--- config.mk ---
export PLATFORM = sky130hd
export DESIGN_NAME = age_issue_picker
export DESIGN_NICKNAME = d
export VERILOG_FILES = /design/src/rtl/age_issue_picker.sv
export SDC_FILE = /design/constraint.sdc
export NUM_CORES = 1
export LEC_CHECK = 0
export CORE_ASPECT_RATIO = 0.7
export CORE_MARGIN = 4
export CORE_UTILIZATION = 50
export CTS_CLUSTER_DIAMETER = 40
export DETAILED_ROUTE_END_ITERATION = 8
export PLACE_DENSITY = 0.84
export SLEW_MARGIN = 20
export SYNTH_ARGS = -nofsm -noshare
export SYNTH_HDL_FRONTEND = slang
export SYNTH_SLANG_ARGS = --single-unit
--- constraint.sdc ---
create_clock -name clock -period 7.9 [get_ports clock]
set_input_delay 1.58 -clock clock [delete_from_list [all_inputs] [get_ports clock]]
set_output_delay 1.58 -clock clock [all_outputs]
set_load 0.01 [all_outputs]
--- src/rtl/age_issue_picker.sv ---
// age_issue_picker: age-matrix oldest-ready picker for an issue queue.
// age_q[i][j] = 1 means entry i is older than entry j. Each cycle the
// DEQ_WIDTH oldest ready entries are presented combinationally as picks.
// Removal (dequeue or flush) happens before enqueue, so an entry that is
// re-allocated in the same cycle comes back as the youngest entry.
// Optional feature: define AGE_ISSUE_PICKER_OLDEST_EN to add oldest_oh, the
// oldest valid entry regardless of ready.
module age_issue_picker #(
   parameter int DEPTH     = 8,
   parameter int ENQ_WIDTH = 2,
   parameter int DEQ_WIDTH = 2,
   localparam int CNT_W    = $clog2(DEPTH + 1)
) (
   input  logic                         clock,
   input  logic                         reset_n,
   input  logic [ENQ_WIDTH*DEPTH-1:0]   enq_oh,
   input  logic [DEPTH-1:0]             entry_ready,
   input  logic [DEQ_WIDTH-1:0]         deq_fire,
   input  logic [DEPTH-1:0]             flush_mask,
   output logic [DEQ_WIDTH-1:0]         pick_valid,
   output logic [DEQ_WIDTH*DEPTH-1:0]   pick_oh,
   output logic [DEPTH-1:0]             entry_valid,
   output logic [CNT_W-1:0]             valid_cnt,
   output logic                         err_sticky
`ifdef AGE_ISSUE_PICKER_OLDEST_EN
   ,
   output logic [DEPTH-1:0]             oldest_oh
`endif
);

   localparam logic [DEPTH-1:0] ONE_D = {{(DEPTH-1){1'b0}}, 1'b1};

   logic [DEPTH-1:0]            valid_q, valid_d;
   logic [DEPTH-1:0][DEPTH-1:0] age_q, age_d;
   logic [CNT_W-1:0]            cnt_q, cnt_d;
   logic                        err_q, err_d;

   logic [DEPTH-1:0]            cand_s;
   logic [DEPTH-1:0]            leave_s;
   logic [DEPTH-1:0]            survive_s;
   logic [DEPTH-1:0]            enq_any_s;
   logic [CNT_W-1:0]            rank_s [DEPTH];

   assign cand_s      = valid_q & entry_ready;
   assign survive_s   = valid_q & ~leave_s;
   assign entry_valid = valid_q;
   assign valid_cnt   = cnt_q;
   assign err_sticky  = err_q;

   // Rank of each candidate: how many other candidates are older than it.
   always_comb begin
      for (int i = 0; i < DEPTH; i++) begin
         rank_s[i] = '0;
         for (int j = 0; j < DEPTH; j++) begin
            rank_s[i] = rank_s[i] + {{(CNT_W-1){1'b0}}, (cand_s[j] & age_q[j][i] & (i != j))};
         end
      end
   end

   // Pick k is the candidate whose rank equals k; ranks are unique among candidates.
   always_comb begin
      pick_oh    = '0;
      pick_valid = '0;
      for (int k = 0; k < DEQ_WIDTH; k++) begin
         for (int i = 0; i < DEPTH; i++) begin
            pick_oh[k*DEPTH + i] = cand_s[i] & (int'(rank_s[i]) == k);
         end
         pick_valid[k] = |pick_oh[k*DEPTH +: DEPTH];
      end
   end

   // Entries leaving this cycle: flushed ones plus fired picks that exist.
   always_comb begin
      leave_s = flush_mask;
      for (int k = 0; k < DEQ_WIDTH; k++) begin
         leave_s = leave_s | (pick_oh[k*DEPTH +: DEPTH] & {DEPTH{deq_fire[k] & pick_valid[k]}});
      end
   end

   // Next age matrix: clear leaving rows/columns, then enqueue ports in program order.
   always_comb begin
      logic [DEPTH-1:0] seen;
      age_d     = age_q;
      seen      = '0;
      enq_any_s = '0;
      for (int i = 0; i < DEPTH; i++) begin
         for (int j = 0; j < DEPTH; j++) begin
            age_d[i][j] = age_d[i][j] & ~leave_s[i] & ~leave_s[j];
         end
      end
      for (int p = 0; p < ENQ_WIDTH; p++) begin
         for (int e = 0; e < DEPTH; e++) begin
            if (enq_oh[p*DEPTH + e]) begin
               enq_any_s[e] = 1'b1;
               for (int j = 0; j < DEPTH; j++) begin
                  if (j == e) begin
                     age_d[e][e] = 1'b0;
                  end else begin
                     // survivors and earlier-port enqueues are older than e
                     age_d[j][e] = survive_s[j] | seen[j];
                     age_d[e][j] = 1'b0;
                  end
               end
            end else begin
               enq_any_s[e] = enq_any_s[e];
            end
         end
         seen = seen | enq_oh[p*DEPTH +: DEPTH];
      end
   end

   // Illegal enqueue detection: multi-hot slice, busy target, or port collision.
   always_comb begin
      logic [DEPTH-1:0] seen;
      logic [DEPTH-1:0] slice;
      err_d = err_q;
      seen  = '0;
      for (int p = 0; p < ENQ_WIDTH; p++) begin
         slice = enq_oh[p*DEPTH +: DEPTH];
         err_d = err_d | (|(slice & (slice - ONE_D))) | (|(slice & survive_s)) | (|(slice & seen));
         seen  = seen | slice;
      end
   end

   // Next occupancy vector and its population count.
   always_comb begin
      valid_d = survive_s | enq_any_s;
      cnt_d   = '0;
      for (int i = 0; i < DEPTH; i++) begin
         cnt_d = cnt_d + {{(CNT_W-1){1'b0}}, valid_d[i]};
      end
   end

   // State registers with asynchronous clear.
   always_ff @(posedge clock or negedge reset_n) begin
      if (!reset_n) begin
         valid_q <= '0;
         age_q   <= '0;
         cnt_q   <= '0;
         err_q   <= 1'b0;
      end else begin
         valid_q <= valid_d;
         age_q   <= age_d;
         cnt_q   <= cnt_d;
         err_q   <= err_d;
      end
   end

`ifdef AGE_ISSUE_PICKER_OLDEST_EN
   // Oldest valid entry regardless of ready: valid with no valid entry older.
   always_comb begin
      logic older;
      oldest_oh = '0;
      for (int i = 0; i < DEPTH; i++) begin
         older = 1'b0;
         for (int j = 0; j < DEPTH; j++) begin
            older = older | (valid_q[j] & age_q[j][i] & (i != j));
         end
         oldest_oh[i] = valid_q[i] & ~older;
      end
   end
`endif

endmodule

### Yosys cells after proc, flatten, opt, wreduce, memory -nomap -nowiden

Index checks and enable logic that the tools add are counted.

* output and inout port bits: 31
* word-level logic and storage cells: 467
* register bits: 77

* add/sub/neg operators: 57
* bitwise gates (word level): 236
* equality and inequality tests: 8
* reductions and logical operators: 15
* muxes and demuxes: 140

Operators with widths (number)
* 1-bit bitwise AND: 202
* 1-bit 2-to-1 mux: 124
* 4-bit by 1-bit adder with 4-bit output: 28
* 8-bit 2-to-1 mux: 12
* 8-bit bitwise AND: 9
* 8-bit OR reduction: 7
* 3-bit by 1-bit adder with 4-bit output: 9
* 9-bit 2-to-1 mux: 4
* 4-bit by 2-bit == test with 1-bit output (second input constant): 8
* 4-bit logical NOT: 8
* 2-bit by 1-bit adder with 3-bit output: 9
* 8-bit bitwise OR: 3
* 1-bit by 1-bit adder with 2-bit output: 9
* 8-bit by 1-bit subtractor with 8-bit output (second input constant): 2
* 1-bit bitwise OR: 13
* 1-bit NOT: 8
* 8-bit NOT: 1

### Logic depth before layout (Yosys ltp)

Gate-level depths: netlist of the first run.

* word-level depth: 25
* gate-level depth with buffers: 23
* depth with buffers taken out: 22

### Least setup slack after synthesis of the first run

No wires, ideal clock.

* path type: input to register
* start: input entry_ready[1]
* end: register cnt_q[2], in the netlist valid_cnt[2]
* path slack: 0.973 ns
* cell stages on the path: 20
* library setup time: 0.123 ns
* arrival time: 6.804 ns
* data required time: 7.777 ns
* path buffers: 0
* cells stage by stage: and3_1 fa_1 inv_1 fa_1 inv_1 fa_1 fa_1 and4bb_4 a211o_2 and2_1 fa_1 inv_1 fa_1 inv_1 fa_1 inv_1 ha_1 inv_1 fa_1 xnor2_1

* word-level cells in the longest chain between the ends: 25
* elaborated cells between the ends (all ways): 98
* those cells by class: 49 x add/sub; 7 x eq/ne; 33 x bitwise; 9 x reduce/logical

RTL lines
* from (decl): RTL line 17 `input logic [DEPTH-1:0] entry_ready,`
* 8-bit bitwise AND (*): RTL line 44 `assign cand_s = valid_q & entry_ready;`
* 1-bit bitwise AND: RTL line 55 `rank_s[i] = rank_s[i] + {{(CNT_W-1){1'b0}}, (cand_s[j] & age_q[j][i] & (i != j))};`
* 1-bit by 1-bit adder with 2-bit output: RTL line 55
* 2-bit by 1-bit adder with 3-bit output: RTL line 55
* 3-bit by 1-bit adder with 4-bit output: RTL line 55
* 4-bit by 1-bit adder with 4-bit output (3 in a row): RTL line 55
* 4-bit logical NOT: RTL line 66 `pick_oh[k*DEPTH + i] = cand_s[i] & (int'(rank_s[i]) == k);`
* 1-bit bitwise AND: RTL line 66
* (+6 left out)
* 8-bit bitwise AND (*): RTL line 45 `assign survive_s = valid_q & ~leave_s;`
* 8-bit bitwise OR (*): RTL line 127 `valid_d = survive_s | enq_any_s;`
* 1-bit by 1-bit adder with 2-bit output: RTL line 130 `cnt_d = cnt_d + {{(CNT_W-1){1'b0}}, valid_d[i]};`
* 2-bit by 1-bit adder with 3-bit output: RTL line 130
* 3-bit by 1-bit adder with 4-bit output: RTL line 130
* 4-bit by 1-bit adder with 4-bit output (3 in a row): RTL line 130
* 4-bit by 1-bit adder with 4-bit output (*): RTL line 130
* net cnt_d[2]: RTL line 35 `logic [CNT_W-1:0] cnt_q, cnt_d;`
* to (signal assigned): RTL line 144 `cnt_q <= cnt_d;`
* to (decl): RTL line 35

The timed path passes the listed nets; every way through them passes the cells marked *.

### Final worst setup path of the first run

* start: input entry_ready[1]
* end: output pick_valid[1]

* word-level cells in the longest chain between the ends: 11
* elaborated cells between the ends (all ways): 66
* those cells by class: 42 x add/sub; 7 x eq/ne; 16 x bitwise; 1 x reduce/logical

RTL lines
* 8-bit bitwise AND (*): RTL line 44
* 1-bit bitwise AND: RTL line 55
* 1-bit by 1-bit adder with 2-bit output: RTL line 55
* 2-bit by 1-bit adder with 3-bit output: RTL line 55
* 3-bit by 1-bit adder with 4-bit output: RTL line 55
* 4-bit by 1-bit adder with 4-bit output (3 in a row): RTL line 55
* 4-bit by 2-bit == test with 1-bit output: RTL line 66
* 1-bit bitwise AND: RTL line 66
* 8-bit OR reduction (*): RTL line 68 `pick_valid[k] = |pick_oh[k*DEPTH +: DEPTH];`
* to (decl): RTL line 20 `output logic [DEQ_WIDTH-1:0] pick_valid,`

Every way passes the cells marked *; elsewhere a longest branch is shown, timed or not.

==> results of run 1 <==
flip-flops by register name (all words and copies together) (netlist names):
signal       cells
entry_valid      8
age_q           56
valid_cnt        4
err_sticky       1
worst max-delay path: stages:
cell and delay [ns]:
clkdlybuf4s50_1 0.50, buf_4 0.20, and3_1 0.20, fa_1 0.51, inv_1 0.06, fa_1 0.52
inv_1 0.06, fa_1 0.43, fa_1 0.48, and4bb_2 0.25, and2_1 0.17, or4_1 0.39
or4_1 0.39, dlymetal6s2s_1 0.18
path summary, 6_finish.rpt:
kind	from	end
hold reg to reg	age_q[4]	age_q[4]
hold / removal	age_q[4]	age_q[4]
setup reg to reg	entry_valid[4]	valid_cnt[1]
max in group asynchronous	reset_n	age_q[51]
setup / recovery	entry_ready[1]	pick_valid[1]
min in group asynchronous	reset_n	age_q[37]
cells by family (layout without fill, tap and decap cells):
logic type                 count (synthesis)  after routing  synth area share
and+or+nand+nor                          224            224            0.2370
AOI/OAI and AO/OA                        135            135            0.1952
buffers and inverters                     86            146           0.06459
DFF                                       69             69            0.3351
adders and majority gates                 39             39            0.1472
muxes                                      9              9           0.01919
xor gates and xnor gates                   1              1          0.001700
power by group through the flow:
stage / registers (mW) / clock network [mW] / logic [mW]
finish: 0.438 / 0.400 / 0.467
global route: 0.440 / 0.419 / 0.510
CTS: 0.433 / 0.401 / 0.464
detailed placement: 0.439 / 0 / 0.463
global placement: 0.439 / 0 / 0.447
floorplan: 0.422 / 0 / 0.268
per-stage QoR:
stage | hold slack [ns] | setup slack (ns)
3_5_place_dp | 0.5040 | -0.04927
4_1_cts | 0.5162 | 0.08391
6_report | 0.5240 | 0.3838
2_1_floorplan | 0.4604 | 0.9730
5_1_grt | 0.5411 | 0.2176
3_3_place_gp | 0.5144 | 0.09326
cell type report:
| type | count | area share |
|---|---|---|
| flip-flops and latches | 69 | 0.2778 |
| multi-input cells | 408 | 0.4977 |
| inverters | 52 | 0.03141 |
| clock inverters | 5 | 0.008053 |
| repair buffers | 78 | 0.1202 |
| well taps | 128 | 0.02577 |
| clock buffers | 11 | 0.03906 |
cells in the mapped netlist, types with 3 or more instances:
cell type,number,share of area
o2bb2ai_1,5,0.0085
inv_1,52,0.038
a21oi_1,30,0.029
a21o_1,9,0.013
or4_1,3,0.0044
nor3_1,3,0.0029
a32o_1,4,0.0078
a22oi_1,7,0.010
o41ai_1,4,0.0068
o31ai_1,7,0.010
and3_2,4,0.0058
clkbuf_1,26,0.019
and4bb_2,3,0.0073
a22o_1,12,0.020
nor4_1,6,0.0073
fa_1,36,0.14
a221o_1,6,0.012
nand2_1,68,0.050
a211o_1,7,0.012
a31oi_1,3,0.0036
and3_1,43,0.052
a32oi_1,14,0.024
dfrtp_1,69,0.34
nand3_1,14,0.014
nor2_1,31,0.023
o21ai_0,14,0.014
ha_1,3,0.0073
mux2_2,7,0.015
and2_1,16,0.019
buf_2,8,0.0078
nor2b_1,9,0.011
nand3b_1,6,0.0087
routing by layer:
| layer | global-route usage | vias to the layer above | wire length [µm] |
|---|---|---|---|
| met1 | 0.4548 | 2463 | 7509 |
| met2 | 0.4306 | 432 | 7495 |
| met3 | 0.1418 | 59 | 3263 |
| met5 | 0 | - | 8 |
| met4 | 0.08741 | 2 | 460 |
| li1 | - | 2119 | - |
cells in the final DEF (no fill, tap or decap), types with 12 or more instances in the layout:
cell,synthesis,routed
and3_1,43,43
inv_1,52,52
a32oi_1,14,14
o21ai_0,14,14
nor2_1,31,31
a21oi_1,30,30
clkdlybuf4s50_1,0,63
and2_1,16,16
dfrtp_1,69,69
nand3_1,14,14
a22o_1,12,12
buf_4,0,12
nand2_1,68,68
fa_1,36,36
==> summary.md, run 1 <==
| Metric | Value |
|---|---|
| WL final | 18.74 mm |
| Layout cells sized above 1 | 0.08668 |
| DR vias | 5,075 |
| Hold Crit Depth | 2 |
| Status | completed |
| Least-Margin Pin Slew | 0.8968 ns |
| Post-route total power | 1.306 mW |
| Core Rows | 30 |
| Design area | 0.006215 mm² |
| Placed cell area | 0.005921 mm² |
| Setup_tns | 0 ns |
| Port Buffers | 66 |
| Clock-pin slew on the worst setup and hold paths | 0.06 ns |
| PD cells | 210.1 mW/mm² |
| Longest Clk Path Bufs | 2 |
| Cell-internal power | 0.8592 mW |
| Syn_area_per_cell | 9.152 µm² |
| Post-synthesis sequential area ratio | 0.3351 |
| Unique masters post-synth | 57 |
| #FFs+latches synth | 69 |
| Die width | 129.3 µm |
| Gate power share | 0.358 |
| Nets | 693 |
| Net Sw Frac | 0.3419 |
| CTS Hold Bufs | 0 |
| First-pass GRT wire length | 28.68 mm |
| Worst EP arrival | 5.94 ns |
| GRT Overall Usage | 0.3169 |
| Post_cts resized | 1 |
| Max Slew Vio Count | 0 |
| Die span in y | 92.93 µm |
| # IOs | 67 |
| Peak supply drop | 0.1289 mV |
| Cell area after synthesis | 0.005152 mm² |
| Inst Count DP | 735 |
| Crit path time final | 7.516 ns |
| Grt total ovfl | 0 |
| Initial core utilization | 0.5219 |
| GP Congestion | 1.026 |
| Syn. warnings | 0 |
| Vias in the first global route | 5,028 |
| Main synth FF type | dfrtp_1 |
| Remaining DRCs | 0 |
| Die Area | 0.01202 mm² |
| Syn_nets | 638 |
| RSZ-0062 raised after global routing | no |
| Footprint of the multi-input gates | 0.003093 mm² |
| Post-CTS Repair Setup Buffers | 0 |
| Root Buffer | clkbuf_16 |
| Clk sinks | 69 |
| Worst-Skew Late Latency | 0.33 ns |
| CTS tree | done |
| Sequential share of power | 0.336 |
| Final ANT Viol Nets | 0 |
| Final std cells w/o fill | 751 |
| Core area | 0.009872 mm² |
| TritonCTS Buffers | 9 |
| Setup Skew | 0.005838 ns |
| Post-synthesis async set-or-reset flop share | 1.000 |
| Utilization after layout | 0.6295 |
| R2R setup slack | 1.52 ns |
| Largest net degree at the start of global routing | 70 |
| Final count of negative-setup-slack endpoints | 0 |
| Period Utilization, post-route | 0.9514 |
| Setup crit end kind | output port |
| Fmax | 0.1330 GHz |
| Fillcell total | 841 |
| Slew margin rel. | 0.4021 |
| Syn Inst Count | 563 |
| DR pass1 iterations | 7 |
| Number of synthesized flops with an enable pin | 0 |
| Ant diodes | 0 |
| WL/cell | 24.95 µm |
| Crit Path Category | in2out |
| Register Area | 0.001727 mm² |
| Hold Violations, Final | 0 |
| Initial antenna violation count | 1 |
| Critical path startpoint category | primary input |
| Via density | 6.758 |
| Crit Path Max Fanout | 5 |
| Htree depth | 3 |
| Area Overhead vs Synth | 20.62% |
| Max-cap violations | 0 |
| P_sw | 0.4465 mW |
| Clock network fraction of design power | 0.306 |
| Initial DRC Count | 755 |
| Worst R2R Path Depth | 20 |
| Worst min path class | reg2reg |
| Static leakage | 2.936 nW |
| DP HPWL | 13.92 mm |
| Critical Path RT | 6.32 ns |
(Power assumes the default switching activity.)
==> run 2: changes to the inputs <==
--- a/config.mk
+++ b/config.mk
@@ -5,12 +5,14 @@
 export SDC_FILE = /design/constraint.sdc
 export NUM_CORES = 1
 export LEC_CHECK = 0
+export ABC_AREA = 1
 export CORE_ASPECT_RATIO = 0.7
 export CORE_MARGIN = 4
 export CORE_UTILIZATION = 50
 export CTS_CLUSTER_DIAMETER = 40
 export DETAILED_ROUTE_END_ITERATION = 8
-export PLACE_DENSITY = 0.84
+export PLACE_DENSITY = 0.83
+export REMOVE_ABC_BUFFERS = 1
 export SLEW_MARGIN = 20
 export SYNTH_ARGS = -nofsm -noshare
 export SYNTH_HDL_FRONTEND = slang
==> run 2 against run 1 <==
  * Final cell count up 40%
  * Register-to-register slack about the same
  * Sequential share of layout area down 3.1 points
  * Power up 15%
  * Utilization down 0.66 points
  * Routed wire length up 19%
  * The run now ends with DRC left
  * Highest routed layer is now met4
==> summary.md, run 2 <==
| Metric | Value |
|---|---|
| Status | complete, but fails checks |
| Violated checks | DRC |
| Worst min path class | reg2reg |
| Static leakage | 3.522 nW (+20%) |
| Unique masters post-synth | 39 (-32%) |
| Layout cells sized above 1 | 0.1205 (+0.03386) |
| Vias in the first global route | 6,041 (+20%) |
| CTS Hold Bufs | 0 (unchanged) |
| Max Slew Vio Count | 0 (unchanged) |
| Core area | 0.01125 mm² (+14%) |
| WL/cell | 21.25 µm (-15%) |
| Fmax | 0.1314 GHz (-1.2%) |
| Design area | 0.007008 mm² (+13%) |
| Ant diodes | 0 (unchanged) |
| Hold Violations, Final | 0 (unchanged) |
| Yosys top cell by area | dfrtp_1 |
| Final ANT Viol Nets | 0 (unchanged) |
| CTS tree | done |
| Post-synthesis sequential area ratio | 0.2927 (-0.04237) |
| Inst Count DP | 1,034 (+41%) |
| Most common cell after layout, fill and taps aside | nand2_1 |
| #FFs+latches synth | 69 (unchanged) |
| Critical path startpoint category | primary input |
| Least-Margin Pin Slew | 0.9616 ns (+0.06474 ns) |
| DR vias | 6,272 (+24%) |
| Post-synthesis async set-or-reset flop share | 1.000 (unchanged) |
| Crit Path Category | in2reg |
| Final count of negative-setup-slack endpoints | 0 (unchanged) |
| Die Area | 0.01363 mm² (+13%) |
| Longest Clk Path Bufs | 2 (unchanged) |
| Peak supply drop | 0.1183 mV (-8.2%) |
| Clk sinks | 69 (unchanged) |
| Nets | 967 (+40%) |
| RSZ-0062 raised after global routing | no |
| Main synth FF type | dfrtp_1 |
| Number of synthesized flops with an enable pin | 0 (unchanged) |
| Top-count cell post-synth | nand2_1 |
| Placed cell area | 0.006705 mm² (+13%) |
| Critical Path RT | 8.14 ns (+1.82 ns) |
| GRT Overall Usage | 0.3280 (+0.01112) |
| Grt total ovfl | 0 (unchanged) |
| DP HPWL | 15.89 mm (+14%) |
| Worst-Skew Late Latency | 0.35 ns (+0.02 ns) |
| Root Buffer | clkbuf_16 |
| Crit-path slowest cell | fa_1 |
| Fillcell total | 1,036 (+23%) |
| Final std cells w/o fill | 1,049 (+40%) |
| Setup Skew | 0.007550 ns (+0.001712 ns) |
| # IOs | 67 (unchanged) |
| Initial antenna violation count | 0 (-1) |
| Crit Path Max Fanout | 8 (+3) |
| Die width | 137.8 µm (+6.6%) |
| DR pass1 iterations | 9 (+2) |
| Syn_area_per_cell | 7.072 µm² (-23%) |
| Initial core utilization | 0.5242 (+0.002317) |
| Worst EP arrival | 7.85 ns (+1.91 ns) |
| Utilization after layout | 0.6229 (-0.006644) |
| Max incr delay on CP | 0.53 ns (about the same) |
| Cell area after synthesis | 0.005898 mm² (+14%) |
| GP Congestion | 1.051 (+2.4%) |
| Via density | 5.979 (-12%) |
| Setup crit end kind | register |
| Max-cap violations | 0 (unchanged) |
| Remaining DRCs | 3 (+3) |
| Largest net degree at the start of global routing | 70 (unchanged) |
| Htree depth | 3 (unchanged) |
| Top cell type's share of synthesized area | 0.2927 (-0.04237) |
| Syn. warnings | 0 (unchanged) |
| Most frequent cells in the layout | nand2_1, inv_1, nor2_1 |
| Largest reg by FF count | age_q |
| Area contributors post-synth | dfrtp_1, fa_1, nand2_1 |
| Slew margin rel. | 0.3590 (-0.04316) |
| First-pass GRT wire length | 33.69 mm (+17%) |
| Number of flip-flops in the largest register | 56 (unchanged) |
| Clock-pin slew on the worst setup and hold paths | 0.06 ns (about the same) |
| WL final | 22.30 mm (+19%) |
| PD cells | 215.1 mW/mm² (+2.4%) |
| Initial DRC Count | 1,058 (+40%) |
| Die span in y | 98.87 µm (+6.4%) |
| Crit path time final | 7.608 ns (+0.09203 ns) |
| Post-route total power | 1.508 mW (+15%) |
| Syn Inst Count | 834 (+48%) |
| Period Utilization, post-route | 0.9631 (+0.01165) |
| Port Buffers | 66 (unchanged) |
| Core Rows | 32 (+6.7%) |
| Most instantiated cells after synthesis | nand2_1, inv_1, nor2_1 |
| Area Overhead vs Synth | 18.82% |
| Setup_tns | 0 ns (unchanged) |
| TritonCTS Buffers | 9 (unchanged) |
## run 2: changes by cell type after synthesis, sizes merged, moves of 14 or more
cell / change
a32oi: -14
and2: -17
and3: -47
inv: +102
nand2: +134
nand3: +56
nand4: +19
nor2: +70
o21ai: +53
## run 2: critical path, delay by kind of cell
family	cells	cell delay, ns
simple gates	11	1.17
buf+inv	10	0.94
fa+ha+maj	9	4.14
## run 2: cells by family after synthesis
kind of cell,count (synthesis),share of synthesized area
adders and majority gates,39,0.1286
DFF,69,0.2927
xor gates and xnor gates,1,0.001485
and+or+nand+nor,404,0.3288
AOI/OAI and AO/OA,130,0.1203
buffers and inverters,191,0.1281
## run 2: worst paths after layout
check                                       to  cells past startpoint  slack [ns]           start
worst max-delay path              valid_cnt[1]                     30        0.29  entry_ready[0]
worst min-delay path            entry_valid[0]                      2        0.59  entry_valid[0]
worst max register to register    valid_cnt[1]                     29        1.52  entry_valid[0]
worst min register to register  entry_valid[0]                      2        0.59  entry_valid[0]
max in group asynchronous            age_q[39]                      2        5.81         reset_n
min in group asynchronous            age_q[46]                      2        1.45         reset_n
## run 2: routing by layer
metal	wire length (µm)	vias up	track usage
met5	0	-	0
met4	939	0	0.1200
met3	4071	95	0.1485
met2	8761	611	0.4494
met1	8522	2834	0.4545
li1	-	2732	-
## run 2: timing repair
| item | in CTS | in global routing |
|---|---|---|
| endpoints found under the setup margin | 0 | 2 |
| endpoints found under the hold margin | 0 | 0 |
| buffers inserted | 0 | 0 |
| resized for setup | 0 | 1 |
## run 2: layout make-up
class | instances | area, µm² | share of cell area
Multi-Input combinational cell | 574 | 3418 | 0.4878
Sequential cell | 69 | 1727 | 0.2464
Timing Repair Buffer | 82 | 775.7 | 0.1107
Inverter | 156 | 595.6 | 0.08498
Clock buffer | 11 | 252.7 | 0.03606
Tap cell | 153 | 191.4 | 0.02732
Clock inverter | 4 | 47.55 | 0.006785
## run 2: through the flow
stage	hold slack, ns	setup slack (ns)
2_1_floorplan	0.5247	0.7624
3_3_place_gp	0.5555	0.08770
5_1_grt	0.6232	0.005797
6_report	0.5882	0.2917
3_5_place_dp	0.5656	-0.04590
4_1_cts	0.5739	0.2681
## run 2: power by group
| part | internal [mW] | leakage [nW] | switching [mW] | total [mW] |
|---|---|---|---|---|
| logic | 0.240 | 2.54 | 0.423 | 0.662 |
| registers | 0.395 | 0.838 | 0.0260 | 0.421 |
| clock network | 0.259 | 0.147 | 0.165 | 0.424 |
